## src/rtl/pong_pkg.sv

```systemverilog
// pong_pkg: shared move-code constants and paddle FSM state type
package pong_pkg;
  localparam logic [2:0] MOVE_LEFT   = 3'b100;
  localparam logic [2:0] MOVE_CENTER = 3'b010;
  localparam logic [2:0] MOVE_RIGHT  = 3'b001;
  typedef enum logic [1:0] {IDLE, PULSE, HOLD} state_t;
  function automatic int max3(input int a, input int b, input int c);
    return (a > b) ? ((a > c) ? a : c) : ((b > c) ? b : c);
  endfunction
endpackage

```

## src/rtl/btn_debounce.sv

```systemverilog
// btn_debounce: two-flop synchronizer followed by a stable-level debouncer
module btn_debounce #(
  parameter int DEB_CYCLES = 4
) (
  input  logic clk,
  input  logic rst,
  input  logic btn,
  output logic level
);
  localparam int W = $clog2(DEB_CYCLES) + 1;
  logic s1, s2;
  logic [W-1:0] cnt;
  // synchronize, then accept a new level only after DEB_CYCLES differing cycles
  always_ff @(posedge clk or posedge rst) begin
    if (rst) begin
      s1    <= 1'b0;
      s2    <= 1'b0;
      level <= 1'b0;
      cnt   <= '0;
    end else begin
      s1 <= btn;
      s2 <= s1;
      if (s2 == level) cnt <= '0;
      else if (cnt == W'(DEB_CYCLES - 1)) begin
        level <= s2;
        cnt   <= '0;
      end else cnt <= cnt + 1'b1;
    end
  end
endmodule

```

## src/rtl/paddle_move_encoder.sv

```systemverilog
// paddle_move_encoder: debounced buttons to left/centre/right pulse codes with auto-repeat
module paddle_move_encoder
  import pong_pkg::*;
#(
  parameter int DEB_CYCLES   = 4,
  parameter int PULSE_CYCLES = 2,
  parameter int REPEAT_DELAY = 8,
  parameter int REPEAT_RATE  = 4
) (
  input  logic       clk,
  input  logic       rst,
  input  logic       btn_left,
  input  logic       btn_right,
  output logic [2:0] move_code,
  output logic       active
);
  localparam int CW = $clog2(max3(PULSE_CYCLES, REPEAT_DELAY, REPEAT_RATE)) + 1;
  logic sl, sr, sl_q, sr_q, rl, rr, dir_btn, opp_btn;
  logic dir, dir_n, first, first_n;
  logic [CW-1:0] pcnt, pcnt_n, rcnt, rcnt_n;
  state_t state, state_n;
  btn_debounce #(.DEB_CYCLES(DEB_CYCLES)) u_left  (.clk(clk), .rst(rst), .btn(btn_left),  .level(sl));
  btn_debounce #(.DEB_CYCLES(DEB_CYCLES)) u_right (.clk(clk), .rst(rst), .btn(btn_right), .level(sr));
  assign rl = sl & ~sl_q;
  assign rr = sr & ~sr_q;
  assign dir_btn = dir ? sr : sl;
  assign opp_btn = dir ? sl : sr;
  // next state: single-button presses start a pulse, holding the button repeats it
  always_comb begin
    state_n = state;
    dir_n   = dir;
    first_n = first;
    pcnt_n  = pcnt;
    rcnt_n  = rcnt;
    case (state)
      IDLE: begin
        if (rl && !rr && !sr) begin
          state_n = PULSE;
          dir_n   = 1'b0;
          first_n = 1'b1;
          pcnt_n  = '0;
        end else if (rr && !rl && !sl) begin
          state_n = PULSE;
          dir_n   = 1'b1;
          first_n = 1'b1;
          pcnt_n  = '0;
        end
      end
      PULSE: begin
        if (pcnt == CW'(PULSE_CYCLES - 1)) begin
          state_n = HOLD;
          pcnt_n  = '0;
          rcnt_n  = first ? CW'(REPEAT_DELAY) : CW'(REPEAT_RATE);
        end else pcnt_n = pcnt + 1'b1;
      end
      HOLD: begin
        if (!dir_btn) state_n = IDLE;
        else if (!opp_btn) begin
          if (rcnt == '0) begin
            state_n = PULSE;
            first_n = 1'b0;
            pcnt_n  = '0;
          end else rcnt_n = rcnt - 1'b1;
        end
      end
      default: state_n = IDLE;
    endcase
  end
  // state, counters, edge history and outputs registered from the next state
  always_ff @(posedge clk or posedge rst) begin
    if (rst) begin
      state     <= IDLE;
      dir       <= 1'b0;
      first     <= 1'b0;
      pcnt      <= '0;
      rcnt      <= '0;
      sl_q      <= 1'b0;
      sr_q      <= 1'b0;
      move_code <= MOVE_CENTER;
      active    <= 1'b0;
    end else begin
      state     <= state_n;
      dir       <= dir_n;
      first     <= first_n;
      pcnt      <= pcnt_n;
      rcnt      <= rcnt_n;
      sl_q      <= sl;
      sr_q      <= sr;
      move_code <= (state_n == PULSE) ? (dir_n ? MOVE_RIGHT : MOVE_LEFT) : MOVE_CENTER;
      active    <= (state_n == PULSE);
    end
  end
endmodule

```

## config.mk

```make
export PLATFORM = sky130hd
export DESIGN_NAME = paddle_move_encoder
export DESIGN_NICKNAME = d
export VERILOG_FILES = /design/src/rtl/pong_pkg.sv /design/src/rtl/btn_debounce.sv /design/src/rtl/paddle_move_encoder.sv
export SDC_FILE = /design/constraint.sdc
export NUM_CORES = 1
export LEC_CHECK = 0
export BUFFER_PORTS_ARGS = -buffer_cell sky130_fd_sc_hd__clkbuf_2
export CORE_MARGIN = 5
export CORE_UTILIZATION = 45
export DETAILED_ROUTE_END_ITERATION = 8
export PLACE_DENSITY = 0.68
export SLEW_MARGIN = 20
export SYNTH_ARGS = -nofsm -noshare
export SYNTH_HDL_FRONTEND = slang
export SYNTH_SLANG_ARGS = --single-unit
```

## constraint.sdc

```tcl
create_clock -name clk -period 4.1 [get_ports clk]
set_input_delay 0.615 -clock clk [delete_from_list [all_inputs] [get_ports clk]]
set_output_delay 0.615 -clock clk [all_outputs]
set_load 0.01 [all_outputs]
```

==> out/results.md <==
• **run status** finished clean
• **Post-DP Area** 0.00149 mm2
• **final hold violations** 0
• **fin crit share** 45.9%
• **Post-route DRC** 0
• **clock latency reported for the late side of the worst-skew pair** 0.32 ns
• **initial core utilization** 46.8%
• **Avg Cell Area, Syn** 11.6 um2
• **number of levels the H-tree was split into** 2
• **type of element launching the critical path** flop
• **number of pins exceeding their max-slew limit in the final report** 0
• **proportion of synthesized chip area in sequential cells** 52.6%
• **Longest Clk Path Bufs** 2
• **critical path type** reg -> reg
• **Arrival @ worst endpoint** 2.09 ns
• **count of flip-flops with a built-in enable after synthesis** 0
• **peak clock frequency supported by timing** 531 MHz
• **yosys warns** 0
• **IO Port Bufs** 7
• **post-detailed-placement half-perimeter wirelength** 1.69 mm
• **floorplan die area** 0.00441 mm2
• **number of synthesized register bits** 30
• **Power Dens Cells** 743 mW/mm2
• **area overhead of the layout relative to synthesis** 10.1%
• **clk_skew** 0.0146 ns
• **most used flip-flop cell after synthesis** sky130_fd_sc_hd__dfrtp_1
• **total of max-cap violations** 0
• **detail-routed net length per standard cell** 13.6 um
• **Post-CTS Setup Bufs** 0
• **post-synth design cell area** 0.00143 mm2
• **depth of the worst register-to-register path** 4
• **portion of total power attributed to the clock network** 20.9%
• **startpoint of the worst-slack reg-to-reg timing path** u_left.level
• **number of standard cells after synthesis** 123
• **P_int** 0.746 mW
• **routability congestion estimate** 0.869
• **Final Instance Area** 0.00157 mm2
• **core region area** 0.00305 mm2
• **worst reg2reg endpoint** rcnt[1]
• **Synth cell types** 45
• **Core Rows** 20
• **number of clock sinks** 30
• **die width** 66.4 um
• **I/O pin total** 8
• **number of vias per cell after detailed routing** 5.44
• **first-pass GRT wire length** 4.44 mm
• **clock-pin transition on the worst setup and hold timing paths** 0.10 ns
• **Worst EP required** 4.30 ns
• **path category of the worst min-delay check** in -> async
• **All-Layer GR Usage** 13.8%
• **fraction of layout instances using a drive strength above 1** 23.9%
• **post-synthesis async set-or-reset flop share** 100%
• **diode insertion count for antenna repair** 0
• **headroom to the max-slew limit** 60.5%
• **initial antenna violation count** 0
• **number of nets in the layout** 142
• **number of search-and-repair iterations in the first detailed-routing pass** 4
• **share of power burned in registers** 43.0%
• **CTS-repair resized insts** 0
• **residual overflow from global routing** 0
• **Final TNS setup** 0 ns
• **largest net degree at the start of global routing** 31
• **synthesized net count** 132
• **final design utilization** 51.6%
• **cts-stage hold buffer count** 0
• **Leakage** 0.711 nW
• **total routed wirelength** 2.42 mm
• **flop-to-flop setup slack** 2.22 ns
• **Worst Tran Pin Value** 0.592 ns
• **root buffer selected by CTS** sky130_fd_sc_hd__clkbuf_4
• **maximum fanout encountered on the critical timing path** 11
• **maximum VDD drop** 0.352 mV
• **Critical Path End Type** flop
• **logic gate share of total power** 36.1%
• **number of violations reported at the end of detailed-routing iteration 0** 91
• **TritonCTS clock tree** yes
• **floorplan die height** 66.4 um
• **total clock buffers created by CTS** 5
• **number of failing setup endpoints in the final timing report** 0
• **ANT nets after route** 0
• **switching power total** 0.424 mW
• **Sw Share** 36.2%
• **total number of vias** 968
• **vias in the first global route** 992
• **min cycle time layout** 1.88 ns
• **unrepaired setup endpoints after global routing** false
## cell usage in the layout (no fill, tap or decap), types with 5 or more instances in the layout
cell | synthesis | layout
sky130_fd_sc_hd__nor2b_1 | 5 | 5
sky130_fd_sc_hd__ha_1 | 5 | 5
sky130_fd_sc_hd__nand2_1 | 6 | 6
sky130_fd_sc_hd__nor2_1 | 9 | 9
sky130_fd_sc_hd__clkbuf_4 | 0 | 5
sky130_fd_sc_hd__nor3_1 | 6 | 6
sky130_fd_sc_hd__inv_1 | 6 | 5
sky130_fd_sc_hd__a21oi_1 | 5 | 5
sky130_fd_sc_hd__dfrtp_1 | 29 | 29
sky130_fd_sc_hd__nor3b_1 | 5 | 5
sky130_fd_sc_hd__clkbuf_2 | 0 | 7
## critical path: stages, from the launching register on
cell and delay, ns:
sky130_fd_sc_hd__dfrtp_1 0.52, sky130_fd_sc_hd__or3b_4 0.45, sky130_fd_sc_hd__and2_4 0.19, sky130_fd_sc_hd__o31ai_4 0.28, sky130_fd_sc_hd__mux2_4 0.32
## final cells by class
class,count,area [um2]
clock buffers,7,55.1
clock inverters,1,30.0
fillers,280,1480
inverters,7,26.3
multi-input cells,82,621
flip-flops and latches,30,752
well taps,44,55.1
repair buffers,7,35.0
## sequential cells by signal, summed over array words and instances (netlist names)
signal	count
rcnt	4
dir	1
u_left.s2	1
u_left.s1	1
active	1
u_right.level	1
pcnt	4
u_right.cnt	3
sl_q	1
u_right.s1	1
u_left.cnt	3
sr_q	1
first	1
state	2
move_code	3
u_right.s2	1
u_left.level	1
## worst max-delay path by stage
stage / startpoint / to / cells after the start
final: u_left.level / rcnt[1] / 4
after global routing: pcnt[1] / move_code[0] / 7
after CTS: u_left.level / rcnt[1] / 4
after detailed placement: u_left.level / rcnt[1] / 4
after global placement: u_right.level / rcnt[1] / 4
after floorplan: u_right.level / rcnt[1] / 5
## cell usage after synthesis, drive strengths merged, types with 2 or more instances
| cell type | instances | area, um2 |
|---|---|---|
| a21o | 3 | 22.5 |
| a21oi | 7 | 50.1 |
| a221o | 3 | 31.3 |
| a31oi | 2 | 12.5 |
| and2 | 2 | 15.0 |
| buf | 3 | 27.5 |
| dfrtp | 29 | 726 |
| ha | 5 | 62.6 |
| inv | 7 | 26.3 |
| mux2 | 4 | 48.8 |
| nand2 | 6 | 22.5 |
| nand2b | 2 | 15.0 |
| nand3 | 2 | 10.0 |
| nor2 | 9 | 33.8 |
| nor2b | 5 | 31.3 |
| nor3 | 6 | 30.0 |
| nor3b | 7 | 62.6 |
| o211a | 2 | 20.0 |
| o31ai | 2 | 28.8 |
| xnor2 | 2 | 17.5 |
## metrics by stage
stage	hold slack [ns]	cells	total power, mW	setup WS (ns)
after floorplan	0.331	123	0.886	2.33
after global placement	0.336	170	0.917	2.26
after detailed placement	0.336	170	0.929	2.24
after CTS	0.366	178	1.18	2.21
after global routing	0.351	178	1.26	2.10
final	0.327	178	1.17	2.22
## power groups by stage
stage | combinational [mW] | sequential, mW | clock (mW)
after global placement | 0.415 | 0.502 | 0
after floorplan | 0.417 | 0.469 | 0
after global routing | 0.477 | 0.518 | 0.269
after detailed placement | 0.421 | 0.508 | 0
after CTS | 0.426 | 0.503 | 0.252
final | 0.423 | 0.503 | 0.244
## logic make-up after synthesis
kind of cell / after synthesis / share of synthesized area, %
compound gates: 25 / 15.0
xor+xnor: 2 / 1.23
fa+ha+maj: 5 / 4.37
buf+inv: 11 / 4.02
flops: 30 / 52.6
mux: 4 / 3.41
simple gates: 46 / 19.4
## metal layers
metal | vias to the layer above | track usage (%) | wire length, um
met2 | 25 | 20.2 | 1120
met5 | - | 0 | 0
met3 | 9 | 6.63 | 107
met4 | 0 | 7.11 | 66
li1 | 457 | - | -
met1 | 477 | 16.6 | 1130
No activity file was read; power rests on OpenSTA's default activity.
